`src/rtl/stat_uart_reporter.sv`:
```
// stat_uart_reporter: snapshots the total/correct counters on req or a periodic tick and
// sends "T=xxxxxxxx C=xxxxxxxx\r\n" on an 8N1 UART line.
module stat_uart_reporter #(
    parameter int CLK_FREQ      = 50_000_000,
    parameter int BAUD          = 115_200,
    parameter int REPORT_PERIOD = 0
) (
    input  logic        clk,
    input  logic        rst_n,
    input  logic [31:0] total,
    input  logic [31:0] correct,
    input  logic        req,
    output logic        uart_tx,
    output logic        busy,
    output logic        done
);
    localparam int BIT_DIV = CLK_FREQ / BAUD;
    localparam int BW = $clog2(BIT_DIV);
    localparam int PW = REPORT_PERIOD > 1 ? $clog2(REPORT_PERIOD) : 1;
    localparam logic [BW-1:0] BIT_LAST = BW'(BIT_DIV - 1);
    localparam logic [PW-1:0] PER_LAST = PW'(REPORT_PERIOD > 0 ? REPORT_PERIOD - 1 : 0);

    typedef enum logic [1:0] {IDLE, START, DATA, STOP} state_t;

    state_t        state_q, state_d;
    logic [BW-1:0] baud_q, baud_d;
    logic [2:0]    bit_q, bit_d;
    logic [4:0]    char_q, char_d;
    logic [PW-1:0] per_q, per_d;
    logic [31:0]   tot_q, cor_q;
    logic          tx_q, tx_d, busy_q, done_q;
    logic          tick, trig, load, bit_end;
    logic [31:0]   src;
    logic [2:0]    k;
    logic [3:0]    nib;
    logic [7:0]    hex, ch;

    assign tick    = REPORT_PERIOD != 0 && per_q == PER_LAST;
    assign per_d   = (REPORT_PERIOD == 0 || tick) ? '0 : per_q + 1'b1;
    assign trig    = req | tick;
    assign load    = state_q == IDLE && trig;
    assign bit_end = baud_q == BIT_LAST;

    // Characters 2..9 are total's nibbles, 13..20 are correct's, both MSB first.
    always_comb begin
        k   = char_q < 5'd11 ? 3'(char_q - 5'd2) : 3'(char_q - 5'd13);
        src = char_q < 5'd11 ? tot_q : cor_q;
        nib = 4'(src >> (5'd28 - {k, 2'b00}));
        hex = nib < 4'd10 ? 8'h30 + {4'h0, nib} : 8'h37 + {4'h0, nib};
        ch  = char_q == 5'd0  ? "T" :
              char_q == 5'd1  ? "=" :
              char_q == 5'd10 ? " " :
              char_q == 5'd11 ? "C" :
              char_q == 5'd12 ? "=" :
              char_q == 5'd21 ? 8'h0D :
              char_q == 5'd22 ? 8'h0A : hex;
    end

    always_comb begin
        state_d = state_q;
        baud_d  = bit_end ? '0 : baud_q + 1'b1;
        bit_d   = bit_q;
        char_d  = char_q;
        case (state_q)
            IDLE: begin
                baud_d = '0;
                if (trig) begin
                    state_d = START;
                    char_d  = '0;
                end
            end
            START: if (bit_end) begin
                state_d = DATA;
                bit_d   = '0;
            end
            DATA: if (bit_end) begin
                bit_d = bit_q + 1'b1;
                if (bit_q == 3'd7) state_d = STOP;
            end
            STOP: if (bit_end) begin
                state_d = char_q == 5'd22 ? IDLE : START;
                char_d  = char_q + 1'b1;
            end
            default: state_d = IDLE;
        endcase
        tx_d = state_q == START ? 1'b0 : state_q == DATA ? ch[bit_q] : 1'b1;
    end

    // Outputs are registered from the state, so the pin lags the FSM by one cycle.
    always_ff @(posedge clk or negedge rst_n) begin
        if (!rst_n) begin
            state_q <= IDLE;
            baud_q  <= '0;
            bit_q   <= '0;
            char_q  <= '0;
            per_q   <= '0;
            tot_q   <= '0;
            cor_q   <= '0;
            tx_q    <= 1'b1;
            busy_q  <= 1'b0;
            done_q  <= 1'b0;
        end else begin
            state_q <= state_d;
            baud_q  <= baud_d;
            bit_q   <= bit_d;
            char_q  <= char_d;
            per_q   <= per_d;
            if (load) begin
                tot_q <= total;
                cor_q <= correct;
            end
            tx_q   <= tx_d;
            busy_q <= state_q != IDLE;
            done_q <= busy_q && state_q == IDLE;
        end
    end

    assign uart_tx = tx_q;
    assign busy    = busy_q;
    assign done    = done_q;
endmodule

```
`config.mk`:
```
export PLATFORM = sky130hd
export DESIGN_NAME = stat_uart_reporter
export DESIGN_NICKNAME = d
export VERILOG_FILES = /design/src/rtl/stat_uart_reporter.sv
export SDC_FILE = /design/constraint.sdc
export NUM_CORES = 1
export LEC_CHECK = 0
export ABC_AREA = 1
export ABC_CLOCK_PERIOD_IN_PS = 5700
export CAP_MARGIN = 40
export CORE_MARGIN = 1
export CORE_UTILIZATION = 60
export CTS_BUF_LIST = sky130_fd_sc_hd__clkbuf_4
export CTS_CLUSTER_DIAMETER = 120
export CTS_CLUSTER_SIZE = 28
export DETAILED_ROUTE_END_ITERATION = 16
export HOLD_SLACK_MARGIN = 0.15
export PLACE_DENSITY = 0.87
export SYNTH_ARGS = -nofsm -noshare
export SYNTH_HDL_FRONTEND = slang
export SYNTH_SLANG_ARGS = --single-unit
export TNS_END_PERCENT = 5
```
`constraint.sdc`:
```
create_clock -name clk -period 5.7 [get_ports clk]
set_input_delay 0.855 -clock clk [delete_from_list [all_inputs] [get_ports clk]]
set_output_delay 0.855 -clock clk [all_outputs]
set_load 0.005 [all_outputs]
```
# After elaboration in Yosys (flattened, before gate mapping)
# Index checks and enable logic that the tools add are counted.
# word_totals
ff_bits,86
input_bits,67
out_inout_bits,3
word_cells,76
# op_classes
n_addsub,8
order_cmp,3
n_eq_ne,16
shifts,1
n_mux,29
reduce_logical,10
# op_table
operator,count
7-bit 2-to-1 mux,8
32-bit 2-to-1 mux,1
32-bit by 5-bit >> shifter with 4-bit output,1
9-bit 2-to-1 mux,2
"5-bit by 4-bit == test with 1-bit output, second input constant",3
"6-bit by 4-bit adder with 7-bit output, first input constant",2
"5-bit == test, second input constant",2
2-bit 2-to-1 mux,5
5-bit 2-to-1 mux,2
"2-bit != test, second input constant",5
5-bit one-hot mux with 2 select lines,1
"9-bit by 1-bit adder with 9-bit output, second input constant",1
"9-bit == test, second input constant",1
3-bit 2-to-1 mux,3
2-bit one-hot mux with 4 select lines,1
3-bit one-hot mux with 2 select lines,1
3-bit AND reduction,2
2-bit nonzero test,3
"5-bit by 1-bit adder with 5-bit output, second input constant",1
"5-bit by 1-bit == test with 1-bit output, second input constant",1
5-bit zero test,1
"5-bit by 4-bit < comparator with 1-bit output, second input constant",1
5-bit AND reduction,1
"5-bit subtractor, first input constant",1
other kinds (12),17

# Depth between registers and ports, before layout
# Gate-level depths: netlist of the first run.
# logic_depth
word_depth,17
ltp_mapped,26
ltp_nobuf,24

# Worst setup path before layout of the first run
# Ideal clock, no wire load.
# synth_path
kind,register to register
start,reg char_q[0]
end,reg tx_q (netlist: uart_tx)
arrival_time_ns,2.516
setup_slack_ns,3.117
path_stages_with_launch,23
n_path_buf,1
period_less_slack_ns,2.583
cell_sequence,dfrtp_1 > buf_6 > clkinv_1 > ha_1 > xor2_1 > nand2_1 > o21ai_1 > inv_1 > nand3_1 > nand2_2 > inv_2 > ha_1 > inv_1 > nand3_1 > nand2_1 > nand2_1 > nand2_1 > nand2_1 > nand2_1 > nand2_1 > a21oi_1 > nor2_1 > nor2_1
# synth_between
elab_chain_cells,17
elab_cells_between_ends,29
# synth_rtl
item,line_no,text
start: declaration,28,"logic [4:0] char_q, char_d;"
start signal: assignment,106,char_q <= char_d;
5-bit by 4-bit < comparator with 1-bit output (tied with other cells),"46, 47",
3-bit 2-to-1 mux,46,k = char_q < 5'd11 ? 3'(char_q - 5'd2) : 3'(char_q - 5'd13);
5-bit subtractor,48,"nib = 4'(src >> (5'd28 - {k, 2'b00}));"
32-bit by 5-bit >> shifter with 4-bit output,48,
6-bit by 4-bit adder with 7-bit output or 4-bit < comparator (tied branches),49,"hex = nib < 4'd10 ? 8'h30 + {4'h0, nib} : 8'h37 + {4'h0, nib};"
7-bit 2-to-1 mux,49,
7-bit 2-to-1 mux,56,char_q == 5'd22 ? 8'h0A : hex;
7-bit 2-to-1 mux,55,char_q == 5'd21 ? 8'h0D :
7-bit 2-to-1 mux,54,"char_q == 5'd12 ? ""="" :"
7-bit 2-to-1 mux,53,"char_q == 5'd11 ? ""C"" :"
7-bit 2-to-1 mux,52,"char_q == 5'd10 ? "" "" :"
7-bit 2-to-1 mux,51,"char_q == 5'd1 ? ""="" :"
7-bit 2-to-1 mux *,50,"ch = char_q == 5'd0 ? ""T"" :"
1-bit binary-select mux with 3-bit select *,86,tx_d = state_q == START ? 1'b0 : state_q == DATA ? ch[bit_q] : 1'b1;
1-bit 2-to-1 mux (implied by the code) *,86,
1-bit 2-to-1 mux * (2 in a row),86,
net tx_d,31,"logic tx_q, tx_d, busy_q, done_q;"
end signal: assignment,112,tx_q <= tx_d;
end: declaration,31,
# The timed path passes the listed nets; every way through them passes the cells marked *. The select of a mux whose other input is x is not followed.
# A chain may end at the register's enable or synchronous reset.

# Worst setup path after layout of the first run
# Same ends and word-level chain as after synthesis.

==> results of run 1 <==
==> worst max-delay path, delay by kind of cell, from the launching register on <==
kind / cells / cell delay, ns
buffers and inverters: 4 / 0.69
adders and majority gates: 2 / 0.74
AOI/OAI and AO/OA: 3 / 0.39
DFF: 1 / 0.87
and+or+nand+nor: 13 / 0.89
==> per-layer routing <==
| layer | GRT usage, % | vias to the layer above |
|---|---|---|
| met5 | 0 | - |
| met4 | 9.26 | 0 |
| met3 | 4.86 | 13 |
| met2 | 47.7 | 116 |
| met1 | 36.9 | 1850 |
| li1 | - | 1902 |
==> cell usage after synthesis <==
library cell,count,share of area (%)
mux2_2,63,15
inv_2,3,0.24
buf_6,5,1.2
inv_1,42,3.3
nand2_4,2,0.47
o22ai_1,3,0.39
dfstp_2,1,0.55
o2111ai_1,1,0.18
dfrtp_1,85,45
ha_1,17,4.5
buf_4,2,0.31
nor2_1,42,3.3
xnor2_1,1,0.18
nor2_8,1,0.42
clkbuf_1,8,0.63
clkinv_1,1,0.078
o21ai_0,9,0.94
buf_2,2,0.21
nand3_4,2,0.73
nand3_1,55,5.8
a21oi_1,12,1.3
nand2_1,148,12
inv_4,1,0.13
nor3_1,13,1.4
xor2_1,3,0.55
o21ai_2,3,0.55
nand4_1,5,0.65
nand2_2,5,0.65
a21oi_2,1,0.18
o211ai_1,1,0.16
o21ai_1,2,0.21
==> sequential cells by signal, summed over array words and instances, names as in the netlist, 2 cells and up <==
name and cells:
tot_q 32, char_q 5, state_q 2, bit_q 3, baud_q 9, cor_q 32
==> report_power, final <==
group          switching (W)  internal, W
sequential                 0     0.000610
clock               0.000218    0.0000893
combinational      0.0000192    0.0000414
total               0.000237     0.000741
==> cells in the final DEF, fill, tap and decap left out, types with 12 or more instances in the layout <==
master / count
nor2_1: 42
nand3_1: 55
a21oi_1: 12
dfrtp_1: 85
ha_1: 17
mux2_2: 63
nand2_1: 147
nor3_1: 13
inv_1: 42
clkdlybuf4s50_1: 68
==> cell type report <==
class                           instances  area share [%]
Clock buffer                            9            1.20
Timing Repair Buffer                   71            12.8
Sequential cell                        86            38.2
Clock inverter                          7           0.866
Multi-Input combinational cell        389            41.5
Inverter                               47            3.17
Tap cell                              102            2.26
==> worst paths after layout <==
kind | start | end | slack [ns]
worst max-delay path | char_q[0] | uart_tx | 2.07
worst min-delay path | rst_n | baud_q[4] | 0.31
worst max register to register | char_q[0] | uart_tx | 2.07
worst min register to register | baud_q[0] | baud_q[0] | 0.51
max in group asynchronous | rst_n | cor_q[12] | 4.78
min in group clk | baud_q[0] | baud_q[0] | 0.51
==> stage by stage <==
stage | hold WS, ns | std cells | utilization [%] | total power, W
floorplan | 0.460 | 539 | - | 0.000622
global placement | 0.442 | 694 | 71.1 | 0.000680
detailed placement | 0.489 | 695 | 71.5 | 0.000683
CTS | 0.328 | 711 | 73.0 | 0.000984
global route | 0.326 | 711 | 73.0 | 0.00101
finish | 0.312 | 711 | 73.0 | 0.000978
==> cells by family (layout without fill, tap and decap cells) <==
logic type | Yosys count | after routing | share of synthesized area (%)
xor+xnor | 4 | 4 | 0.733
mux | 63 | 63 | 14.8
simple gates | 273 | 273 | 25.0
fa+ha+maj | 17 | 17 | 4.45
flops | 86 | 86 | 45.1
buf+inv | 64 | 134 | 6.07
compound gates | 32 | 32 | 3.87
==> impl_metrics.env, run 1 <==
export IMPL_grtUsageTotal_pct=28.2
export IMPL_cp_common_cell="nand2_1"
export IMPL_firstDrtPassIters=5
export IMPL_final_design_area_no_fill_sq_um=5640
export IMPL_slew_headroom_pct=36.1
export IMPL_overflow=0
export IMPL_antenna_found_initial=0
export IMPL_multi_input_area_sq_um=2340
export IMPL_rr_worst_depth=22
export IMPL_fmax_mhz=276
export IMPL_maxCapViolCount=0
export IMPL_finalWorstSetupSlack_ns=2.07
export IMPL_clk_latency_ns=0.45
export IMPL_period_share_pct=63.7
export IMPL_worst_endpoint_required_ns=6.10
export IMPL_io_pins=70
export IMPL_slowest_stage="dfrtp_1"
export IMPL_viasPerCell=5.46
export IMPL_cts_made_buffers=9
export IMPL_gp_congestion=0.907
export IMPL_power_per_cell_area_nw_per_um2=173
export IMPL_vdd_ir_drop_max_v=0.000128
export IMPL_first_iter_violations=225
export IMPL_htreeDepth=3
export IMPL_ys_ff_latch=86
export IMPL_p_leak_nw=2.89
export IMPL_fin_skew_ns=0.0186
export IMPL_post_cts_resized=0
export IMPL_yosys_warnings=0
export IMPL_grt_max_degree=63
export IMPL_top_layer="met4"
export IMPL_diodes=0
export IMPL_cts_root_buf="clkbuf_4"
export IMPL_start_util_pct=61.9
export IMPL_fin_tns_setup_ns=0
export IMPL_critPathKind="reg2reg"
export IMPL_drive_gt1_share_pct=16.6
export IMPL_grt_pass1_vias=4069
export IMPL_netlist_instances=539
export IMPL_wl_met2_mm=5.34
export IMPL_finalHoldViolations=0
export IMPL_drt_total_wl_mm=10.6
export IMPL_wl_met3_um=520
export IMPL_grt_pass1_wl_mm=18.6
export IMPL_die_area_sq_um=8330
export IMPL_hpwlAfterDp_mm=8.09
export IMPL_num_vias=3881
export IMPL_cts_setup_buffers=0
export IMPL_core_area_sq_um=7730
export IMPL_critPathMaxStageDelay_ns=0.87
export IMPL_fin_nets=688
export IMPL_wl_met1_mm=4.64
export IMPL_cp_start_kind="flip-flop"
export IMPL_rsz0062_at_grt="false"
export IMPL_n_fill_cell=568
export IMPL_placed_cell_area_sq_um=5520
export IMPL_rows=32
export IMPL_crit_path_cell_trace="clkinv_1 -> ha_1 -> inv_1 -> nand2_1 -> o21ai_2 -> a21oi_1 -> nand3_1 -> nand3_1 -> nand2_1 -> inv_1 -> ha_1 -> inv_1 -> nand3_1 -> nand2_1 -> nand2_1 -> nand2_1 -> nand2_1 -> nand2_1 -> nand2_1 -> a21oi_1 -> nor2_1 -> nor2_1"
export IMPL_finalMaxSlewViolations=0
export IMPL_die_width_um=91.3
export IMPL_synth_nets=623
export IMPL_fin_crit_ns=3.63
export IMPL_drc_errors=0
export IMPL_netlist_cell_type_count=31
export IMPL_critPathArrivalTime_ns=4.03
export IMPL_status="finished, final reports clean"
export IMPL_area_delta_synth_final_pct=18.0
export IMPL_ctsLongestPathBuffers=2
export IMPL_drtAntennaViolNets=0
export IMPL_ys_seq_area_share_pct=45.1
export IMPL_syn_mean_instance_area_sq_um=8.87
export IMPL_pre_cts_ws_ns=2.11
export IMPL_die_y_um=91.3
export IMPL_syn_area_sq_um=4780
export IMPL_holdCritPathClass="in2async"
export IMPL_register_area_sq_um=2150
export IMPL_portBuffers=69
export IMPL_cts_hold_fix_buffers=0
export IMPL_wl_per_cell_um=14.9
export IMPL_cp_max_fo=18
export IMPL_cts_sinks=86
export IMPL_cts_tree="yes"
export IMPL_path_clk_slew_ns=0.15
export IMPL_setup_violations=0
export IMPL_worstSetupEndpointType="flip-flop"
export IMPL_worst_slew_pin_transition_ns=0.959
Note: power is estimated with default switching activity, not from simulation.
==> inputs of run 2 (changes only) <==
--- a/config.mk
+++ b/config.mk
@@ -6,16 +6,16 @@
 export NUM_CORES = 1
 export LEC_CHECK = 0
 export ABC_AREA = 1
-export ABC_CLOCK_PERIOD_IN_PS = 5700
+export ABC_CLOCK_PERIOD_IN_PS = 3200
 export CAP_MARGIN = 40
 export CORE_MARGIN = 1
-export CORE_UTILIZATION = 60
+export CORE_UTILIZATION = 51
 export CTS_BUF_LIST = sky130_fd_sc_hd__clkbuf_4
 export CTS_CLUSTER_DIAMETER = 120
 export CTS_CLUSTER_SIZE = 28
 export DETAILED_ROUTE_END_ITERATION = 16
 export HOLD_SLACK_MARGIN = 0.15
-export PLACE_DENSITY = 0.87
+export PLACE_DENSITY = 0.79
 export SYNTH_ARGS = -nofsm -noshare
 export SYNTH_HDL_FRONTEND = slang
 export SYNTH_SLANG_ARGS = --single-unit
==> constraint.sdc (replaced) <==
create_clock -name clk -period 3.2 [get_ports clk]
set_input_delay 0.48 -clock clk [delete_from_list [all_inputs] [get_ports clk]]
set_output_delay 0.48 -clock clk [all_outputs]
set_load 0.005 [all_outputs]
==> impl_metrics.env, run 2 (synthesis gave the netlist of run 1 again) <==
export IMPL_gp_congestion=0.870
export IMPL_ctsLongestPathBuffers=2
export IMPL_slowest_stage="dfrtp_2"
export IMPL_hpwlAfterDp_mm=8.51
export IMPL_slew_headroom_pct=47.6
export IMPL_die_y_um=98.8
export IMPL_drtAntennaViolNets=0
export IMPL_start_util_pct=53.8
export IMPL_cp_common_cell="nand2_1"
export IMPL_grtUsageTotal_pct=24.4
export IMPL_path_clk_slew_ns=0.14
export IMPL_worst_endpoint_required_ns=3.58
export IMPL_maxCapViolCount=0
export IMPL_grt_pass1_vias=4055
export IMPL_layout_cells_non_filler=730
export IMPL_cp_start_kind="flip-flop"
export IMPL_wl_per_cell_um=15.3
export IMPL_fin_crit_ns=2.91
export IMPL_diodes=0
export IMPL_portBuffers=69
export IMPL_overflow=0
export IMPL_grt_max_degree=38
export IMPL_core_area_sq_um=8890
export IMPL_drc_errors=0
export IMPL_status="finished, final reports clean"
export IMPL_placed_cell_area_sq_um=5590
export IMPL_postLayoutCoreUtil_pct=64.8
export IMPL_io_pins=70
export IMPL_cts_sinks=86
export IMPL_reg_top3="cor_q: 32 flops, tot_q: 32 flops, baud_q: 9 flops"
export IMPL_final_design_area_no_fill_sq_um=5760
export IMPL_layout_common_cells="147 x nand2_1, 83 x dfrtp_1, 68 x clkdlybuf4s50_1"
export IMPL_setup_violations=0
export IMPL_finalMaxSlewViolations=0
export IMPL_period_share_pct=91.0
export IMPL_dp_cells=710
export IMPL_fin_tns_setup_ns=0
export IMPL_holdCritPathClass="reg2reg"
export IMPL_die_area_sq_um=9760
export IMPL_area_delta_synth_final_pct=20.5
export IMPL_fmax_mhz=344
export IMPL_num_vias=3920
export IMPL_critPathArrivalTime_ns=3.29
export IMPL_worstSetupEndpointType="flip-flop"
export IMPL_critPathMaxStageDelay_ns=0.49
export IMPL_fin_nets=701
export IMPL_crit_path_cell_trace="ha_1 -> nand2_1 -> inv_1 -> o21ai_4 -> buf_4 -> nand2_1 -> nand4_1 -> nand3_1 -> nand2_1 -> inv_1 -> ha_1 -> nand3_1 -> nand3_1 -> nand2_1 -> nand2_1 -> nand2_1 -> nand2_1 -> nand2_1 -> nand3_1 -> nand2_1 -> nand2_1 -> nor2_1 -> nor2_1"
export IMPL_cts_made_buffers=9
export IMPL_antenna_found_initial=0
export IMPL_cts_tree="yes"
export IMPL_rows=34
export IMPL_p_leak_nw=2.95
export IMPL_cts_root_buf="clkbuf_4"
export IMPL_drt_total_wl_mm=11.2
export IMPL_path_delay_family="simple AND/OR/NAND/NOR gates"
export IMPL_crit_buf_inv=3
export IMPL_worst_slew_pin_transition_ns=0.784
export IMPL_cp_max_fo=7
export IMPL_rsz0062_at_grt="false"
export IMPL_clk_latency_ns=0.43
export IMPL_multi_input_area_sq_um=2360
export IMPL_register_area_sq_um=2160
export IMPL_power_per_cell_area_nw_per_um2=304
export IMPL_finalHoldViolations=0
export IMPL_critPathKind="reg2reg"
export IMPL_die_width_um=98.8
export IMPL_viasPerCell=5.37
export IMPL_fin_skew_ns=0.0197
export IMPL_drive_gt1_share_pct=18.5
export IMPL_final_common_cell="nand2_1"
export IMPL_firstDrtPassIters=5
export IMPL_grt_pass1_wl_mm=18.9
export IMPL_n_fill_cell=730
export IMPL_htreeDepth=3
export IMPL_first_iter_violations=145
export IMPL_vdd_ir_drop_max_v=0.000240
## run 2: cell count changes in the layout (fill, tap and decap cells not counted), sizes merged
| cell | change |
|---|---|
| clkbuf | +2 |
| dlygate4sd3 | +1 |
| clkinv | -2 |
| buf | +12 |
## run 2: worst paths after layout
path / cells after the start / slack (ns) / start / end
setup reg to reg: 23 / 0.29 / char_q[1] / uart_tx
max in group asynchronous: 3 / 1.94 / rst_n / uart_tx
setup / recovery: 23 / 0.29 / char_q[1] / uart_tx
hold / removal: 2 / 0.50 / busy / done
hold reg to reg: 2 / 0.50 / busy / done
min in group asynchronous: 2 / 0.52 / rst_n / tot_q[1]
## run 2: what timing repair did
| action | CTS | global route |
|---|---|---|
| hold buffers | 1 | 0 |
| hold endpoints to repair | 34 | 0 |
| endpoints found under the setup margin | 0 | 1 |
| buffers inserted | 0 | 3 |
| gates resized for setup | 0 | 5 |
## run 2: cell type report
class / count / share of cell area [%]
multi-input combinational: 389 / 40.9
sequential: 86 / 37.4
timing repair buffer: 84 / 14.2
inverter: 47 / 3.11
tap: 108 / 2.35
clock buffer: 11 / 1.43
clock inverter: 5 / 0.608
## run 2: stage by stage
step | total power (W) | worst slack (ns) | hold slack (ns)
2_1_floorplan | 0.00111 | 0.617 | 0.184
3_3_place_gp | 0.00121 | 0.319 | 0.449
3_5_place_dp | 0.00121 | 0.224 | 0.463
4_1_cts | 0.00177 | 0.166 | 0.503
5_1_grt | 0.00182 | 0.00137 | 0.536
6_report | 0.00175 | 0.289 | 0.501
## run 2: where the power goes
group	total, W	internal [W]	leakage, nW	switching, W
sequential	0.00109	0.00109	1.14	0
combinational	0.000105	0.0000724	1.75	0.0000330
clock	0.000559	0.000178	0.0571	0.000382
total	0.00175	0.00134	2.95	0.000415
## run 2: layer usage
layer,track usage [%],part of all wire [%],vias up
li1,-,-,1910
met1,32.2,46,1870
met2,41.0,48,120
met3,3.69,3.7,20
met4,8.61,1.9,0
met5,0,0,-
## run 2: tightest hold or removal path: cells and delay by family (launching register included)
family	cells	cell delay, ns
flops	1	0.38
buf+inv	1	0.04
simple gates	1	0.06
